--- config.mk ---
export PLATFORM = sky130hd
export DESIGN_NAME = pipe_scoreboard
export DESIGN_NICKNAME = d
export VERILOG_FILES = /design/src/rtl/pipe_scoreboard.sv
export SDC_FILE = /design/constraint.sdc
export NUM_CORES = 1
export LEC_CHECK = 0
export ABC_AREA = 1
export CORE_AREA = 2 2 80 82
export CTS_CLUSTER_SIZE = 24
export DETAILED_ROUTE_END_ITERATION = 16
export DIE_AREA = 0 0 82 84
export GPL_ROUTABILITY_DRIVEN = 1
export GPL_TIMING_DRIVEN = 0
export PLACE_DENSITY = 0.69
export SETUP_SLACK_MARGIN = 0.3
export SLEW_MARGIN = 25
export SYNTH_ARGS = -nofsm -noshare
export SYNTH_HDL_FRONTEND = slang
export SYNTH_SLANG_ARGS = --single-unit
--- constraint.sdc ---
create_clock -name clk -period 2.2 [get_ports clk]
set_input_delay 0.55 -clock clk [delete_from_list [all_inputs] [get_ports clk]]
set_output_delay 0.55 -clock clk [all_outputs]
set_load 0.02 [all_outputs]
--- src/rtl/pipe_scoreboard.sv ---
// Hazard scoreboard for the in-order pipeline: tracks in-flight destinations from EXE to WB,
// generates the decode stall, per-source forwarding selects and a saturating stall counter.
// Build option: define SCOREBOARD_FORWARD_EN to generate forwarding selects (load-use is then the only hazard).
module pipe_scoreboard #(
  parameter int ADDR_W  = 4,
  parameter int NUM_SRC = 2,
  parameter int DEPTH   = 3,
  parameter int SEL_W   = $clog2(DEPTH + 1),
  parameter int CNT_W   = 16
) (
  input  logic                      clk,
  input  logic                      rst,
  input  logic                      id_valid,
  input  logic [ADDR_W-1:0]         id_dest,
  input  logic                      id_wb_en,
  input  logic                      id_mem_r,
  input  logic [NUM_SRC*ADDR_W-1:0] id_src,
  input  logic [NUM_SRC-1:0]        id_src_used,
  input  logic                      flush,
  output logic                      stall,
  output logic [NUM_SRC*SEL_W-1:0]  fwd_sel,
  output logic [CNT_W-1:0]          stall_cnt
);

  typedef struct packed {
    logic              valid;
    logic [ADDR_W-1:0] dest;
    logic              wb_en;
    logic              mem_r;
  } entry_t;

  entry_t entry_q [DEPTH];
  entry_t entry_d [DEPTH];

  logic [CNT_W-1:0] stall_cnt_q;
  logic [CNT_W-1:0] stall_cnt_d;

  // match[i][k]: entry k supplies a value that source i actually reads.
  logic [NUM_SRC-1:0][DEPTH-1:0] match;
  logic                          hazard;

  always_comb begin
    // NOTE: every combinational output gets a default before any conditional update, so no latch is inferred.
    match = '0;
    for (int i = 0; i < NUM_SRC; i++) begin
      for (int k = 0; k < DEPTH; k++) begin
        match[i][k] = entry_q[k].valid && entry_q[k].wb_en && id_src_used[i] &&
                      (entry_q[k].dest == id_src[i*ADDR_W +: ADDR_W]);
      end
    end
  end

`ifdef SCOREBOARD_FORWARD_EN
  // Only a load still in EXE cannot be forwarded in time.
  always_comb begin
    hazard = 1'b0;
    for (int i = 0; i < NUM_SRC; i++) begin
      if (match[i][0] && entry_q[0].mem_r) begin
        hazard = 1'b1;
      end
    end
  end

  always_comb begin
    fwd_sel = '0;
    for (int i = 0; i < NUM_SRC; i++) begin
      // Oldest first so the youngest matching entry overwrites and wins.
      for (int k = DEPTH - 1; k >= 0; k--) begin
        if (match[i][k]) begin
          fwd_sel[i*SEL_W +: SEL_W] = SEL_W'(k + 1);
        end
      end
    end
    if (stall) begin
      fwd_sel = '0;
    end
  end
`else
  // Without forwarding, any pending write to a read register blocks decode until it retires.
  assign hazard  = |match;
  assign fwd_sel = '0;
`endif

  assign stall     = hazard & id_valid & ~flush;
  assign stall_cnt = stall_cnt_q;

  always_comb begin
    entry_d[0] = '0;
    if (id_valid && !flush && !stall) begin
      entry_d[0].valid = 1'b1;
      entry_d[0].dest  = id_dest;
      entry_d[0].wb_en = id_wb_en;
      entry_d[0].mem_r = id_mem_r;
    end
    for (int k = 1; k < DEPTH; k++) begin
      entry_d[k] = entry_q[k-1];
    end

    stall_cnt_d = stall_cnt_q;
    if (stall && (stall_cnt_q != '1)) begin
      stall_cnt_d = stall_cnt_q + CNT_W'(1);
    end
  end

  // NOTE: the entry array is reset (not left to power-up values) because stale valid bits would stall or forward from garbage.
  always_ff @(posedge clk or posedge rst) begin
    if (rst) begin
      for (int k = 0; k < DEPTH; k++) begin
        entry_q[k] <= '0;
      end
      stall_cnt_q <= '0;
    end else begin
      // NOTE: non-blocking assignments make every entry shift from its pre-edge neighbour, regardless of statement order.
      for (int k = 0; k < DEPTH; k++) begin
        entry_q[k] <= entry_d[k];
      end
      stall_cnt_q <= stall_cnt_d;
    end
  end

endmodule
==> out/results.ini, run 1 <==
[logic_synthesis]
synth-edff-count = 0
async_reset_ff_frac = 1.00
ys_types = 27
post_synth_instance_area_sq_um = 2060
yosysSeqAreaShare = 0.413
ys_seq_elements = 34
synthesis.area_per_instance_sq_um = 7.33
ys.flop_type = dfrtp_1
synth_cells = 281
synth.yosys.warnings = 0

[timing]
fmaxAchievable_ghz = 0.490
drv_slew = 0
rsz0062_at_grt = true
final.min_clock_period_ps = 2040
setup_violations = 0
slew_headroom = 0.523
report.final.hold_viol_count = 0
fin_hold_ws_ps = 401
post-route-period-util = 0.928
timing.clock.skew_ps = 5.18
tightest_slew_ps = 715

[setup_path]
path_cells = clkdlybuf4s15_1 > nand3_1 > a21oi_1 > nand3_1 > nand2_1 > nor2_2 > nand2_2 > nand2_2 > inv_2 > buf_6
critPathBufInv = 3
timing.critical_path.slowest_cell_delay_ps = 220
required_ps = 1650
worst_path_max_delay_cell = clkdlybuf4s15_1
kind_of_critical_path = in -> out
setup.worst_path.end_class = output pin
cp_data_arrival_time_ps = 1490
worst_path_dominant_cell_family = simple AND/OR/NAND/NOR gates
reg2reg_slack_ps = 470
worst-path-max-fanout = 3
cp-start-kind = input pin

[drt]
dr.first_iter.drc_count = 57
avgViaCountPerCell = 4.49
antenna_violating_nets_left = 0
vias = 1868
routed_wl_um = 4620
routedWlPerCell_um = 11.1
detail_route.drc_violations = 0
drt-pass1-iter-count = 4

[layout]
stdcell_count = 416
final_common_cell = nand2_1
design_area_sq_um = 2770
post-route-util = 0.454
antenna_cells = 0
layout.nets = 359
area_delta_synth_final_pct = 34.2
most-common-layout-cells = nand2_1, dfrtp_1, inv_1
nFillCells = 616
layout.area.seq_sq_um = 852
final_layout_size_suffix_gt1_frac = 0.189
multiInputGateArea_sq_um = 1030

[flow_run]
max_cap_violations = 0

[power]
cellLeakagePower_nw = 1.58
totalPowerFinal_mw = 1.50
power-per-cell-area_nw_per_um2 = 541
max-vdd-ir-drop_mv = 0.298

[placement]
placedInstanceArea_sq_um = 2520
finalWeightedCongestion = 0.842
dp_hpwl_um = 3320
place.detailed.instances = 396
place.port_buffers = 35

[clocking]
number_of_clock_sinks_seen_by_cts = 34
clock_network_latency_to_the_later_pin_of_the_worst_skew_pair_ps = 290
ctsLongestPathBuffers = 2
htree_levels = 2
tritoncts = done
ctsRootBufferMaster = clkbuf_8
tritoncts_buffers = 5
hold_buffers = 0
cts.reportedPaths.clkPinSlew_ps = 70

[die]
die_height_um = 84
std_cell_rows = 29
fp.dieArea_sq_um = 6890
die_w_um = 82
num_io_pins = 41
design.core.area_sq_um = 6100
start_util = 0.338

[global_routing]
gr-usage-met2 = 0.254
grt_pass1_vias = 1843
number_of_antenna_violations_at_the_first_check_in_global_routing = 0
grt_use_total = 0.150
global_route.overflow_total = 0
grt_most_used_layer = met2
grt.met1_usage = 0.188
met3_usage = 0.0390
grt_first_pass_wirelength_um = 8120
largest_net_degree_at_the_start_of_global_routing = 35

[worst_hold_path]
hold_class = reg -> reg

[status]
status = completed

## kinds of logic after synthesis
family / share of synthesized area
buffers and inverters: 0.112
AO/OA/AOI/OAI: 0.00485
XOR/XNOR: 0.0850
AND/OR/NAND/NOR: 0.378
other: 0.00182
adder cells (fa/ha/maj): 0.00607
flip-flops: 0.413
## state kept, by name (all words and copies together), names as in the netlist
| register | flops |
|---|---|
| entry_q | 6 |
| stall_cnt | 16 |
| entry_d | 12 |
## layer usage
metal | routed length, um | vias up
li1 | - | 977
met1 | 2110 | 846
met2 | 2220 | 41
met3 | 246 | 4
met4 | 41 | 0
met5 | 0 | -
## cell usage after synthesis, types with 2 or more instances
cell type  instances  area [sq um]
inv_1             34           128
xnor2_1            9          78.8
nor2_1            27           101
inv_2              8          30.0
nand4_1           18           113
nand2_1           98           368
clkbuf_1           2          7.51
nor3_1             4          20.0
xor2_1            11          96.3
nor3_2             2          20.0
dfrtp_1           34           851
buf_4              4          30.0
nand3_1           16          80.1
## path summary, 6_finish.rpt
check | startpoint | to | cells past startpoint
worst min-delay path | entry_d[1] | entry_q[1] | 0
max in group asynchronous | rst | stall_cnt[0] | 2
worst min register to register | entry_d[1] | entry_q[1] | 0
worst max-delay path | id_src_used[0] | stall | 10
worst max register to register | stall_cnt[1] | stall_cnt[3] | 9
min in group asynchronous | rst | stall_cnt[6] | 2
## repair_timing
item                                    in CTS  in global routing
buffers inserted                             4                  8
gates resized for setup                     64                 14
pin swaps                                    6                  8
endpoints found under the setup margin      32                 19
## per-stage QoR
step / setup WS [ps] / TNS [ps]
2_1_floorplan: 342 / 0
3_5_place_dp: -958 / -5220
6_report: 158 / 0
3_3_place_gp: -937 / -4560
5_1_grt: 28.0 / 0
4_1_cts: 151 / 0
## power breakdown
| group | switching, mW | total (mW) | internal, mW |
|---|---|---|---|
| combinational | 0.0805 | 0.144 | 0.0631 |
| clock | 0.243 | 0.697 | 0.454 |
| sequential | 0.0145 | 0.655 | 0.640 |
| total | 0.338 | 1.50 | 1.16 |
## area by class of cell
class	instances	area share
Multi-Input combinational cell	198	0.371
Sequential cell	34	0.308
Timing Repair Buffer	47	0.147
Inverter	42	0.0570
Tap cell	77	0.0348
Buffer	10	0.0326
Clock buffer	5	0.0249
Clock inverter	3	0.0249
Power figures use the tool's default switching activity.
==> run 2: changes to the inputs <==
--- a/config.mk
+++ b/config.mk
@@ -6,13 +6,13 @@
 export NUM_CORES = 1
 export LEC_CHECK = 0
 export ABC_AREA = 1
-export CORE_AREA = 2 2 80 82
+export CORE_AREA = 2 2 67 69
 export CTS_CLUSTER_SIZE = 24
 export DETAILED_ROUTE_END_ITERATION = 16
-export DIE_AREA = 0 0 82 84
+export DIE_AREA = 0 0 69 71
 export GPL_ROUTABILITY_DRIVEN = 1
 export GPL_TIMING_DRIVEN = 0
-export PLACE_DENSITY = 0.69
+export PLACE_DENSITY = 0.89
 export SETUP_SLACK_MARGIN = 0.3
 export SLEW_MARGIN = 25
 export SYNTH_ARGS = -nofsm -noshare
==> run 2 against run 1 <==
  * Sequential cell count is the same
  * Register-to-register slack lost 100 ps
  * Global-route usage grew 4.7 points
  * Utilization grew 18 points
  * Clock skew is essentially flat
  * Via count grew 2.9%
  * Non-clock buffer count shrank 3
  * Clock-buffer cell count is the same
  * Clock power shrank 37%
  * Critical path depth grew 2
  * Critical endpoint unchanged
==> out/results.ini, run 2 (same netlist as run 1, synthesis figures left out) <==
[timing]
slew_headroom = 0.538
final.min_clock_period_ps = 2050
post-route-period-util = 0.932
timing.clock.skew_ps = 4.81
tightest_slew_ps = 692
totalNegativeSetupSlack_ps = 0
drv_slew = 0
setup_violations = 0
fmaxAchievable_ghz = 0.488
rsz0062_at_grt = true
report.final.hold_viol_count = 0
fin_hold_ws_ps = 409

[clocking]
hold_buffers = 0
number_of_clock_sinks_seen_by_cts = 34
cts.reportedPaths.clkPinSlew_ps = 70
htree_levels = 2
ctsRootBufferMaster = clkbuf_8
clock_network_latency_to_the_later_pin_of_the_worst_skew_pair_ps = 290
tritoncts_buffers = 5
tritoncts = done
ctsLongestPathBuffers = 2

[placement]
finalWeightedCongestion = 0.926
dp_hpwl_um = 3290
placedInstanceArea_sq_um = 2490
place.port_buffers = 35

[drt]
dr.first_iter.drc_count = 77
routed_wl_um = 4560
detail_route.drc_violations = 0
drt-pass1-iter-count = 4
vias = 1922
routedWlPerCell_um = 11.8
antenna_violating_nets_left = 0
avgViaCountPerCell = 4.97

[power]
cellLeakagePower_nw = 1.55
max-vdd-ir-drop_mv = 0.233
power-per-cell-area_nw_per_um2 = 467
totalPowerFinal_mw = 1.24

[setup_path]
worst-path-max-fanout = 4
reg2reg_slack_ps = 370
path_cells = buf_2 > inv_2 > nand2_1 > nand2_1 > nor2_1 > nand3_1 > nand2_1 > nor2_1 > nand2_2 > nand2_2 > inv_2 > buf_6
cp-start-kind = input pin
cpMostUsedCell = nand2_1
worst_path_max_delay_cell = buf_2
cp_data_arrival_time_ps = 1500
required_ps = 1650
kind_of_critical_path = in -> out
setup.worst_path.end_class = output pin
worst_path_dominant_cell_family = simple AND/OR/NAND/NOR gates
timing.reg2reg.worst_path_depth = 9
path_depth = 12
timing.critical_path.slowest_cell_delay_ps = 130
critPathBufInv = 4

[global_routing]
grt_pass1_vias = 1890
number_of_antenna_violations_at_the_first_check_in_global_routing = 0
grt_first_pass_wirelength_um = 7850
largest_net_degree_at_the_start_of_global_routing = 35
grt_use_total = 0.197
global_route.overflow_total = 0

[layout]
design_area_sq_um = 2650
largest_register_ff_count = 16
multiInputGateArea_sq_um = 1030
final_common_cell = nand2_1
layout.area.seq_sq_um = 852
most-common-layout-cells = nand2_1, dfrtp_1, inv_1
area_delta_synth_final_pct = 28.8
layout.nets = 356
antenna_cells = 0
nFillCells = 369
final_layout_size_suffix_gt1_frac = 0.179

[die]
fp.dieArea_sq_um = 4900
num_io_pins = 41
die_height_um = 71
std_cell_rows = 24
start_util = 0.490
die_w_um = 69
design.core.area_sq_um = 4200

[worst_hold_path]
hold_class = reg -> reg
hold_depth = 0

[flow_run]
max_cap_violations = 0

[status]
status = completed

## run 2: cell types whose count changed in the layout (fill, tap and decap cells not counted), moves of 2 or more
| cell | previous run | this run |
|---|---|---|
| buf_4 | 17 | 13 |
| bufinv_16 | 2 | 0 |
| clkdlybuf4s50_1 | 7 | 9 |
| clkinv_2 | 0 | 2 |
| dlygate4sd2_1 | 11 | 9 |
| nand3_2 | 0 | 2 |
## run 2: worst paths after layout
| kind | start | end |
|---|---|---|
| setup / recovery | id_src[1] | stall |
| setup reg to reg | stall_cnt[1] | stall_cnt[3] |
| min in group asynchronous | rst | entry_q[2] |
| max in group asynchronous | rst | stall_cnt[1] |
| hold / removal | entry_d[6] | entry_q[6] |
| hold reg to reg | entry_d[6] | entry_q[6] |
## run 2: routing by layer
metal  part of all wire  track usage  wire length (um)  vias up
met2               0.51        0.356              2320       57
met3              0.055       0.0413               252       13
met4              0.028       0.0871               127        0
li1                   -            -                 -      968
met5                  0            0                 0        -
met1               0.41        0.224              1860      884
## run 2: cell type report
type	instances	area share
Clock inverter	2	0.00377
Timing Repair Buffer	44	0.145
Tap cell	52	0.0245
Buffer	10	0.0330
Clock buffer	5	0.0259
Multi-Input combinational cell	198	0.387
Inverter	42	0.0594
Sequential cell	34	0.321
## run 2: repair_timing
action | 4_1_cts | 5_1_grt
pin swaps | 9 | 5
buffers inserted | 7 | 2
resized for setup | 58 | 17
endpoints found under the setup margin | 27 | 19
## run 2: report_power, final
part | switching [mW] | leakage [nW] | internal [mW]
clock | 0.227 | 0.0438 | 0.212
combinational | 0.0815 | 1.04 | 0.0641
sequential | 0.0142 | 0.462 | 0.640
## run 2: metrics by stage
step | setup slack, ps | util | std cells
2_1_floorplan | 342 | - | 284
3_3_place_gp | -888 | 0.592 | 371
3_5_place_dp | -906 | 0.592 | 371
4_1_cts | 143 | 0.619 | 385
5_1_grt | 15.0 | 0.631 | 387
6_report | 149 | 0.631 | 387
